==> config.mk <==
export PLATFORM = sky130hd
export DESIGN_NAME = smg_scan_driver
export DESIGN_NICKNAME = d
export VERILOG_FILES = /design/src/rtl/smg_pkg.sv /design/src/rtl/smg_hex_decoder.sv /design/src/rtl/smg_scan_driver.sv
export SDC_FILE = /design/constraint.sdc
export NUM_CORES = 1
export LEC_CHECK = 0
export CORE_ASPECT_RATIO = 1.4
export CORE_MARGIN = 4
export CORE_UTILIZATION = 45
export CTS_CLUSTER_SIZE = 24
export DETAILED_ROUTE_END_ITERATION = 10
export GPL_TIMING_DRIVEN = 0
export PLACE_DENSITY = 0.67
export SLEW_MARGIN = 20
export SYNTH_ARGS = -nofsm -noshare
export SYNTH_HDL_FRONTEND = slang
export SYNTH_SLANG_ARGS = --single-unit
export TNS_END_PERCENT = 5
==> constraint.sdc <==
create_clock -name CLK -period 6 [get_ports CLK]
set_input_delay 1.2 -clock CLK [delete_from_list [all_inputs] [get_ports CLK]]
set_output_delay 1.2 -clock CLK [all_outputs]
set_load 0.02 [all_outputs]
==> src/rtl/smg_pkg.sv <==
`default_nettype none
//==============================================================================
// Module      : smg_pkg
// Description : Shared constants for the multiplexed 7-segment driver.
//               Provides the hex-to-segment table in active-high form,
//               {g,f,e,d,c,b,a} bit order, and the pin idle levels for each
//               polarity.
// Revision    : 1.0 - initial release
//==============================================================================
package smg_pkg;

   // Entry n is the active-high segment pattern for hex digit n.
   localparam logic [15:0][6:0] SEG_TABLE = {
      7'h71, 7'h79, 7'h5E, 7'h39,   // F E d C
      7'h7C, 7'h77, 7'h6F, 7'h7F,   // b A 9 8
      7'h07, 7'h7D, 7'h6D, 7'h66,   // 7 6 5 4
      7'h4F, 7'h5B, 7'h06, 7'h3F    // 3 2 1 0
   };

   // Segment bus levels that leave every segment dark.
   localparam logic [6:0] SEG_OFF_ACT_HIGH = 7'h00;
   localparam logic [6:0] SEG_OFF_ACT_LOW  = 7'h7F;

   function automatic logic [6:0] hex_to_seg(input logic [3:0] nibble);
      return SEG_TABLE[nibble];
   endfunction

endpackage
`default_nettype wire

==> src/rtl/smg_hex_decoder.sv <==
`default_nettype none
//==============================================================================
// Module      : smg_hex_decoder
// Description : Combinational hex nibble to 7-segment decoder with selectable
//               output polarity.
// Ports       : nibble_i [3:0] - hex value to display
//               seg_o    [6:0] - segments {g,f,e,d,c,b,a} at pin polarity
// Revision    : 1.0 - initial release
//==============================================================================
module smg_hex_decoder
   import smg_pkg::*;
#(
   parameter int SEG_ACT_LOW = 1
)(
   input  logic [3:0] nibble_i,
   output logic [6:0] seg_o
);

   always_comb begin
      seg_o = hex_to_seg(nibble_i);
      if (SEG_ACT_LOW != 0) begin
         seg_o = ~seg_o;
      end
   end

endmodule
`default_nettype wire

==> src/rtl/smg_scan_driver.sv <==
`default_nettype none
//==============================================================================
// Module      : smg_scan_driver
// Description : Parametrised multiplexed 7-segment scan driver with frame-
//               synchronous double buffering, per-digit decimal points,
//               leading-zero blanking, PWM brightness and dead time.
// Ports       : CLK, RSTn          - clock, asynchronous active-low reset
//               Number_Sig         - hex nibbles, nibble i -> digit i
//               DP_Sig             - decimal point per digit
//               LZ_En              - leading-zero blanking enable
//               Brightness         - PWM duty code
//               SMG_Data, SMG_DP   - segment and decimal-point pins
//               Scan_Sig           - one-hot digit select pins
//               Frame_Done         - one-cycle pulse at each frame wrap
// Revision    : 1.0 - initial release
//==============================================================================
module smg_scan_driver
   import smg_pkg::*;
#(
   parameter int DIGITS       = 4,
   parameter int SCAN_DIV     = 50000,
   parameter int DEAD_CLKS    = 16,
   parameter int BRIGHT_W     = 4,
   parameter int SEG_ACT_LOW  = 1,
   parameter int SCAN_ACT_LOW = 1
)(
   input  logic                  CLK,
   input  logic                  RSTn,
   input  logic [4*DIGITS-1:0]   Number_Sig,
   input  logic [DIGITS-1:0]     DP_Sig,
   input  logic                  LZ_En,
   input  logic [BRIGHT_W-1:0]   Brightness,
   output logic [6:0]            SMG_Data,
   output logic                  SMG_DP,
   output logic [DIGITS-1:0]     Scan_Sig,
   output logic                  Frame_Done
);

   localparam int PW = (SCAN_DIV > 1) ? $clog2(SCAN_DIV) : 1;
   localparam int IW = (DIGITS > 1) ? $clog2(DIGITS) : 1;

   // Idle pin levels; XOR-ing an active-high value with these applies polarity.
   localparam logic [6:0]        SEG_OFF  = (SEG_ACT_LOW != 0) ? SEG_OFF_ACT_LOW : SEG_OFF_ACT_HIGH;
   localparam logic              DP_OFF   = (SEG_ACT_LOW != 0);
   localparam logic [DIGITS-1:0] SCAN_OFF = (SCAN_ACT_LOW != 0) ? {DIGITS{1'b1}} : {DIGITS{1'b0}};

   logic [PW-1:0]         presc_q, presc_d;
   logic [IW-1:0]         idx_q, idx_d;
   logic [BRIGHT_W-1:0]   pwm_q;

   // Shadow copies of the inputs, refreshed only at frame wrap.
   logic [4*DIGITS-1:0]   num_q;
   logic [DIGITS-1:0]     dp_q;
   logic                  lz_q;
   logic [BRIGHT_W-1:0]   br_q;

   logic [DIGITS-1:0]     scan_q, scan_d;
   logic [6:0]            seg_q, seg_d;
   logic                  smgdp_q, smgdp_d;
   logic                  fd_q;

   logic                  tick;
   logic                  frame_wrap;
   logic [DIGITS-1:0]     blank;
   logic [3:0]            nibble;
   logic [6:0]            seg_dec;
   logic                  cur_blank;
   logic                  active;

   assign tick       = (presc_q == PW'(SCAN_DIV - 1));
   assign frame_wrap = tick && (idx_q == IW'(DIGITS - 1));

   always_comb begin
      presc_d = tick ? '0 : presc_q + 1'b1;
      idx_d   = idx_q;
      if (tick) begin
         idx_d = (idx_q == IW'(DIGITS - 1)) ? '0 : idx_q + 1'b1;
      end
   end

   // A digit is blanked when it and every more-significant nibble are zero.
   // Walking from the top keeps a running "all zero so far" flag.
   always_comb begin
      logic all_zero;
      all_zero = 1'b1;
      blank    = '0;
      for (int i = DIGITS - 1; i >= 1; i--) begin
         all_zero = all_zero & (num_q[4*i +: 4] == 4'h0);
         blank[i] = lz_q & all_zero;
      end
   end

   assign nibble = num_q[{idx_q, 2'b00} +: 4];

   smg_hex_decoder #(
      .SEG_ACT_LOW (SEG_ACT_LOW)
   ) u_hex_decoder (
      .nibble_i (nibble),
      .seg_o    (seg_dec)
   );

   always_comb begin
      cur_blank = blank[idx_q];
      active    = (presc_q >= PW'(DEAD_CLKS)) && (pwm_q <= br_q) && !cur_blank;
      scan_d    = (active ? (DIGITS'(1) << idx_q) : '0) ^ SCAN_OFF;
      seg_d     = cur_blank ? SEG_OFF : seg_dec;
      smgdp_d   = (dp_q[idx_q] & ~cur_blank) ^ DP_OFF;
   end

   always_ff @(posedge CLK or negedge RSTn) begin
      if (!RSTn) begin
         presc_q <= '0;
         idx_q   <= '0;
         pwm_q   <= '0;
         num_q   <= '0;
         dp_q    <= '0;
         lz_q    <= 1'b0;
         br_q    <= '0;
         scan_q  <= SCAN_OFF;
         seg_q   <= SEG_OFF;
         smgdp_q <= DP_OFF;
         fd_q    <= 1'b0;
      end else begin
         presc_q <= presc_d;
         idx_q   <= idx_d;
         pwm_q   <= pwm_q + 1'b1;
         if (frame_wrap) begin
            num_q <= Number_Sig;
            dp_q  <= DP_Sig;
            lz_q  <= LZ_En;
            br_q  <= Brightness;
         end
         scan_q  <= scan_d;
         seg_q   <= seg_d;
         smgdp_q <= smgdp_d;
         fd_q    <= frame_wrap;
      end
   end

   assign Scan_Sig   = scan_q;
   assign SMG_Data   = seg_q;
   assign SMG_DP     = smgdp_q;
   assign Frame_Done = fd_q;

endmodule
`default_nettype wire

=== Word level (Yosys, flattened, before mapping) ===
Memories as Yosys holds them, arrays and structs flattened.
Index checks and enable logic that the tools add are counted.

* $add $sub $neg: 3
* Multiply operators: 0
* Div/mod/pow operators: 0
* $lt $le $gt $ge: 4
* Eq/ne operators: 2
* Shift operators: 2
* Muxes and demuxes: 9
* Bitwise logic cells: 10
* Reduce and logical (&&, ||, !) cells: 7

{| class="wikitable"
|+ Operators by type and width
! kind !! count
|-
| adder 16 x 1 -> 16 bit, second input constant || 1
|-
| == test 16 bit, second input constant || 1
|-
| >= comparator 16 x 5 -> 1 bit, second input constant || 1
|-
| 2-to-1 mux 16 bit || 1
|-
| variable part select 16 x 5 -> 4 bit || 1
|-
| 2-to-1 mux 7 bit || 2
|-
| logical NOT 4 bit || 3
|-
| NOT 7 bit || 1
|-
| AND 1 bit || 6
|-
| less-than comparator 4 x 5 -> 1 bit, second input constant || 1
|-
| adder 4 x 1 -> 4 bit, second input constant || 1
|-
| binary-select mux 1 bit (select 2 bit) || 2
|-
| less-or-equal comparator 4 bit || 1
|-
| 2-to-1 mux 4 bit || 1
|-
| NOT 4 bit || 1
|-
| << shifter 1 x 2 -> 4 bit, first input constant || 1
|-
| logical AND 1 bit || 3
|-
| less-than comparator 2 x 3 -> 1 bit, second input constant || 1
|-
| adder 2 x 1 -> 2 bit, second input constant || 1
|-
| == test 2 bit, second input constant || 1
|-
| 2-to-1 mux 1 bit || 2
|-
| 2-to-1 mux 2 bit || 1
|-
| NOT 1 bit || 2
|-
| logical NOT 1 bit || 1
|}

* Bits in registers: 60
* Bits in latches: 0
* Bits in writable memories: 0
* Bits in read-only memories: 112
* Bits of input ports: 27
* Output and inout bits: 13
* Memories kept: 1

{| class="wikitable"
|+ Memory list
! memory !! words !! bits a word !! rd ports !! clocked after memory_dff !! write ports !! line !! source
|-
| (name not given) || 16 || 7 || 1 || 0 || 0 || smg_pkg.sv:25 || <nowiki>return SEG_TABLE[nibble];</nowiki>
|}

=== Depth between registers and ports, before layout ===
* Depth in word-level cells: 10
* Mapped depth: 9
* Depth with buffers taken out: 7

=== Modules after synthesis ===
From an unflattened synthesis, not the netlist that was laid out.

* Cells, all modules: 235
* Area total of the unflattened synthesis: 3000.4 um^2

{| class="wikitable"
|+ Modules (own cells, without submodules)
! module !! times used !! cells each !! area an instance (um^2) !! seq. area each (um^2)
|-
| smg_scan_driver || 1 || 204 || 2747.6 || 1516.5
|-
| smg_hex_decoder || 1 || 31 || 252.7 || 0.0
|}

=== Least setup slack after synthesis ===
Ideal clock, no wire load.

* Path kind: reg-to-reg
* Start: register idx_q[1]
* End: register seg_q[0], in the netlist SMG_Data[0]
* Library setup time: 79 ps
* Data arrival time: 2054 ps
* Path slack: 3867 ps
* Stages on the path, launching flop included: 10
* Path through: dfrtp_1 buf_2 mux4_2 inv_1 ha_1 clkbuf_1 mux2i_1 a21oi_1 a21oi_1 o21ai_0

* Word-level cells in the longest chain between the ends: 5
* Elaborated cells between the ends (all ways): 7
* Classes of those cells: 1 x shift; 4 x mux; 1 x bitwise; 1 x memory

{| class="wikitable"
|+ Ends and longest elaborated chain
! element !! line !! source
|-
| from (decl) || smg_scan_driver.sv:48 || <nowiki>logic [IW-1:0] idx_q, idx_d;</nowiki>
|-
| from (signal assigned) || smg_scan_driver.sv:125 || <nowiki>idx_q <= idx_d;</nowiki>
|-
| variable part select 16 x 5 -> 4 bit || smg_scan_driver.sv:93 || <nowiki>assign nibble = num_q[{idx_q, 2'b00} +: 4];</nowiki>
|-
| memory (16 x 7 bit) || n/a ||
|-
| 2-to-1 mux 7 bit (not written as such) || smg_pkg.sv:25 ||
|-
| NOT 7 bit || smg_hex_decoder.sv:22 || <nowiki>seg_o = ~seg_o;</nowiki>
|-
| 2-to-1 mux 7 bit (*) || smg_scan_driver.sv:106 || <nowiki>seg_d = cur_blank ? SEG_OFF : seg_dec;</nowiki>
|-
| named net seg_d[0] || smg_scan_driver.sv:58 || <nowiki>logic [6:0] seg_q, seg_d;</nowiki>
|-
| to (signal assigned) || smg_scan_driver.sv:134 || <nowiki>seg_q <= seg_d;</nowiki>
|-
| to (decl) || smg_scan_driver.sv:58 ||
|}

The timed path passes the listed nets; every way through them passes the cells marked *. The select of a mux whose other input is x is not followed.
A chain may end at the register's enable or synchronous reset.

=== Final worst setup path ===
* Start: register scan_q[0], in the netlist Scan_Sig[0]
* End: output Scan_Sig[0]

{| class="wikitable"
|+ RTL lines
! element !! line !! source
|-
| from (decl) || smg_scan_driver.sv:57 || <nowiki>logic [DIGITS-1:0] scan_q, scan_d;</nowiki>
|-
| from (signal assigned) || smg_scan_driver.sv:133 || <nowiki>scan_q <= scan_d;</nowiki>
|-
| to (decl) || smg_scan_driver.sv:35 || <nowiki>output logic [DIGITS-1:0] Scan_Sig,</nowiki>
|}

No word-level cell between the ends.

==> run summary <==
Run status - finished, final reports clean
Mean Syn Cell Area - 12.6 um^2
Min cycle time layout - 2.66 ns
Sequential area share after synthesis - 50.7%
Flops & latches, synth - 60
CP endpoint kind - output port
Hold EP - pwm_q[0]
Power density cells - 245 mW/mm^2
Crit path max-delay family - buffers and inverters
Crit Path Category - register to output port
Hold path cells - 1
Vias in the first global route - 2075
R2R setup slack - 3.58 ns
Post-Syn Area - 0.00299 mm^2
Lkg Pwr - 1.72 nW
Postcts setup bufs - 0
Setup TNS - 0 ns
Worst skew pair latency - 0.34 ns
Crit path max fanout - 1
First-pass GRT wire length - 10000 um
Worst R2R Start - idx_q[1]
Hold-fix buffers at CTS - 0
Synth warn - 0
Die Wd - 76.9 um
Critical Path Max Stage Delay - 0.59 ns
Max frequency - 376 MHz
Final antenna-violating net count - 0
Number of DRC markers in iteration 0 - 62
VDD IR max - 0.136 mV
# setup viols final - 0
Wire per inst - 15.7 um
Critical Path RT - 4.80 ns
DRT Wirelength - 5750 um
Filler cells - 527
Clock Sinks - 60
Final core occ - 58.6%
# nets final - 333
GRT Overall Usage - 15.9%
Register area - 0.00152 mm^2
Via/cell ratio - 5.33
Critical-path top delay cell - clkdlybuf4s50_1
Hold Crit Start - pwm_q[0]
Worst Path Arrival - 1.46 ns
RePlAce Congestion - 0.830
Synth Net Count - 282
Detailed Place HPWL - 4150 um
Area share of the largest cell type after synthesis - 40.2%
Initial core utilization - 47.2%
I/O pins - 40
Final Cycle Share - 44.4%
Via count - 1951
CTS Buf Count - 9
Synthesized instance count - 238
Clock Root Buffer - clkbuf_8
GRT overflow - 0
Bufs and invs on worst path - 1
Netlist cell types - 37
Slew Limit Headroom - 61.6%
Die height - 104 um
Die area - 0.00804 mm^2
Share of layout cells above drive strength 1 - 22.8%
HP Class - register to register
Critical Path, Cell by Cell - clkdlybuf4s50_1
Critical Path Source Type - register
Antenna Cells - 0
Post-cts sizing count - 0
TritonCTS clock tree - done
Port-buffer cells - 39
Area growth from synthesis to layout - 24.2%
Initial antenna violation count - 0
Multi-input logic area - 0.00139 mm^2
Dominant cell type by area after synthesis - dfrtp_1
Clock Pin Slew Worst Setup and Hold Paths - 0.07 ns
CTS H-tree lvls - 3
Longest Clk Path Bufs - 2
RSZ-0062 raised after global routing - false
R2R Path End - SMG_Data[0]
Rows - 34
Final hold violation count - 0
Setup Skew - 0.0100 ns
# Max-Cap Violations - 0
Largest net degree at the start of global routing - 38
CP Launch Point - Scan_Sig[0]
Largest cells by area after synthesis - dfrtp_1 (40%), dfstp_2 (11%), mux2_4 (10%), ha_1 (7.1%), mux2i_1 (4.0%)
Pre-Repair DR Iteration Count - 4
Post-route DRC violation count - 0
Core area - 0.00634 mm^2
Max Slew Vio Count - 0
Reg2Reg Depth - 9
Least-Margin Pin Slew - 0.570 ns
[through the flow]
stage	total power, mW	cell area, um^2	setup WS (ns)	hold WS (ns)	cells
after floorplan	0.471	2990	3.87	0.441	238
after global placement	0.512	3470	1.84	0.468	349
after detailed placement	0.515	3490	3.59	0.471	350
after CTS	0.925	3710	3.31	0.484	366
after global routing	0.953	3710	3.29	0.505	366
final	0.911	3710	3.34	0.480	366
[metal layers]
metal,part of all wire (%),global-route usage [%],vias up
li1,-,-,943
met1,44,19.2,963
met2,51,26.4,36
met3,3.9,4.42,9
met4,1.5,6.99,0
met5,0,0,-
[how the worst max path moves through the flow]
stage | cells past startpoint | endpoint | slack [ns]
2_1_floorplan | 9 | SMG_Data[0] | 3.87
3_3_place_gp | 1 | presc_q[0] | 1.84
3_5_place_dp | 9 | SMG_Data[0] | 3.59
4_1_cts | 1 | Scan_Sig[0] | 3.31
5_1_grt | 1 | Scan_Sig[0] | 3.29
6_report | 1 | Scan_Sig[0] | 3.34
[report_power, final]
group | internal (mW) | total, mW | switching, mW
registers | 0.421 | 0.429 | 0.00732
logic | 0.0441 | 0.0777 | 0.0336
clock network | 0.244 | 0.405 | 0.161
total | 0.709 | 0.911 | 0.202
[sequential cells by signal (all words and copies together) (netlist names)]
signal,count
lz_q,1
br_q,4
SMG_DP,1
pwm_q,4
num_q,16
Scan_Sig,4
idx_q,2
SMG_Data,7
presc_q,16
Frame_Done,1
dp_q,4
[synth_stat cells]
cell type	number
a21o_1	1
nor2_1	11
nand2_4	1
o221ai_1	3
nand3_1	13
o21a_1	2
nor3_1	4
nand2b_1	1
o31ai_1	1
clkinv_1	1
mux2i_1	12
or4_1	1
buf_6	2
xnor2_1	8
mux2_2	7
mux2_4	20
o21ai_0	5
dfstp_2	12
or3_1	2
o311ai_0	1
inv_1	10
ha_1	17
o31a_1	1
a21oi_1	5
dfrtp_1	48
o211ai_1	2
mux4_2	3
nand2_1	16
clkbuf_1	2
nor4_4	1
nor4_1	6
and3_1	4
nor2b_1	2
nand4_1	2
xor2_1	7
buf_2	3
o22ai_1	1
[cell families (layout without fill, tap and decap cells)]
logic type | after synthesis | after routing | synth area share, %
flip-flops | 60 | 60 | 50.7
buffers and inverters | 18 | 74 | 2.89
AO/OA/AOI/OAI | 22 | 22 | 4.85
multiplexers | 42 | 42 | 18.9
AND/OR/NAND/NOR | 64 | 64 | 11.1
adder cells (fa/ha/maj) | 17 | 17 | 7.11
XOR/XNOR | 15 | 15 | 4.39
[cells in the final DEF, fill, tap and decap left out, types with 2 or more instances in the layout]
cell | Yosys | routed
nand4_1 | 2 | 2
dfstp_2 | 12 | 12
nand3_1 | 13 | 13
nor2_1 | 11 | 11
nor3_1 | 4 | 4
mux2_4 | 20 | 20
nor2b_1 | 2 | 2
a21oi_1 | 5 | 5
mux4_2 | 3 | 3
xnor2_1 | 8 | 8
o21ai_0 | 5 | 5
o21a_1 | 2 | 2
buf_2 | 3 | 3
clkinvlp_4 | 0 | 3
bufinv_16 | 0 | 2
clkbuf_8 | 0 | 10
nor4_1 | 6 | 6
inv_1 | 10 | 10
nand2_1 | 16 | 16
and3_1 | 4 | 4
buf_6 | 2 | 2
ha_1 | 17 | 17
clkbuf_1 | 2 | 2
mux2_2 | 7 | 7
o211ai_1 | 2 | 2
dfrtp_1 | 48 | 48
mux2i_1 | 12 | 12
clkdlybuf4s50_1 | 0 | 38
o221ai_1 | 3 | 3
xor2_1 | 7 | 7
or3_1 | 2 | 2
[final cells by class]
class	count	share of cell area, %
Tap cell	72	2.43
Sequential cell	60	40.8
Buffer	7	1.21
Timing Repair Buffer	40	11.0
Clock buffer	10	3.70
Multi-Input combinational cell	160	37.4
Inverter	11	1.11
Clock inverter	6	2.36
No activity file was read; power rests on OpenSTA's default activity.
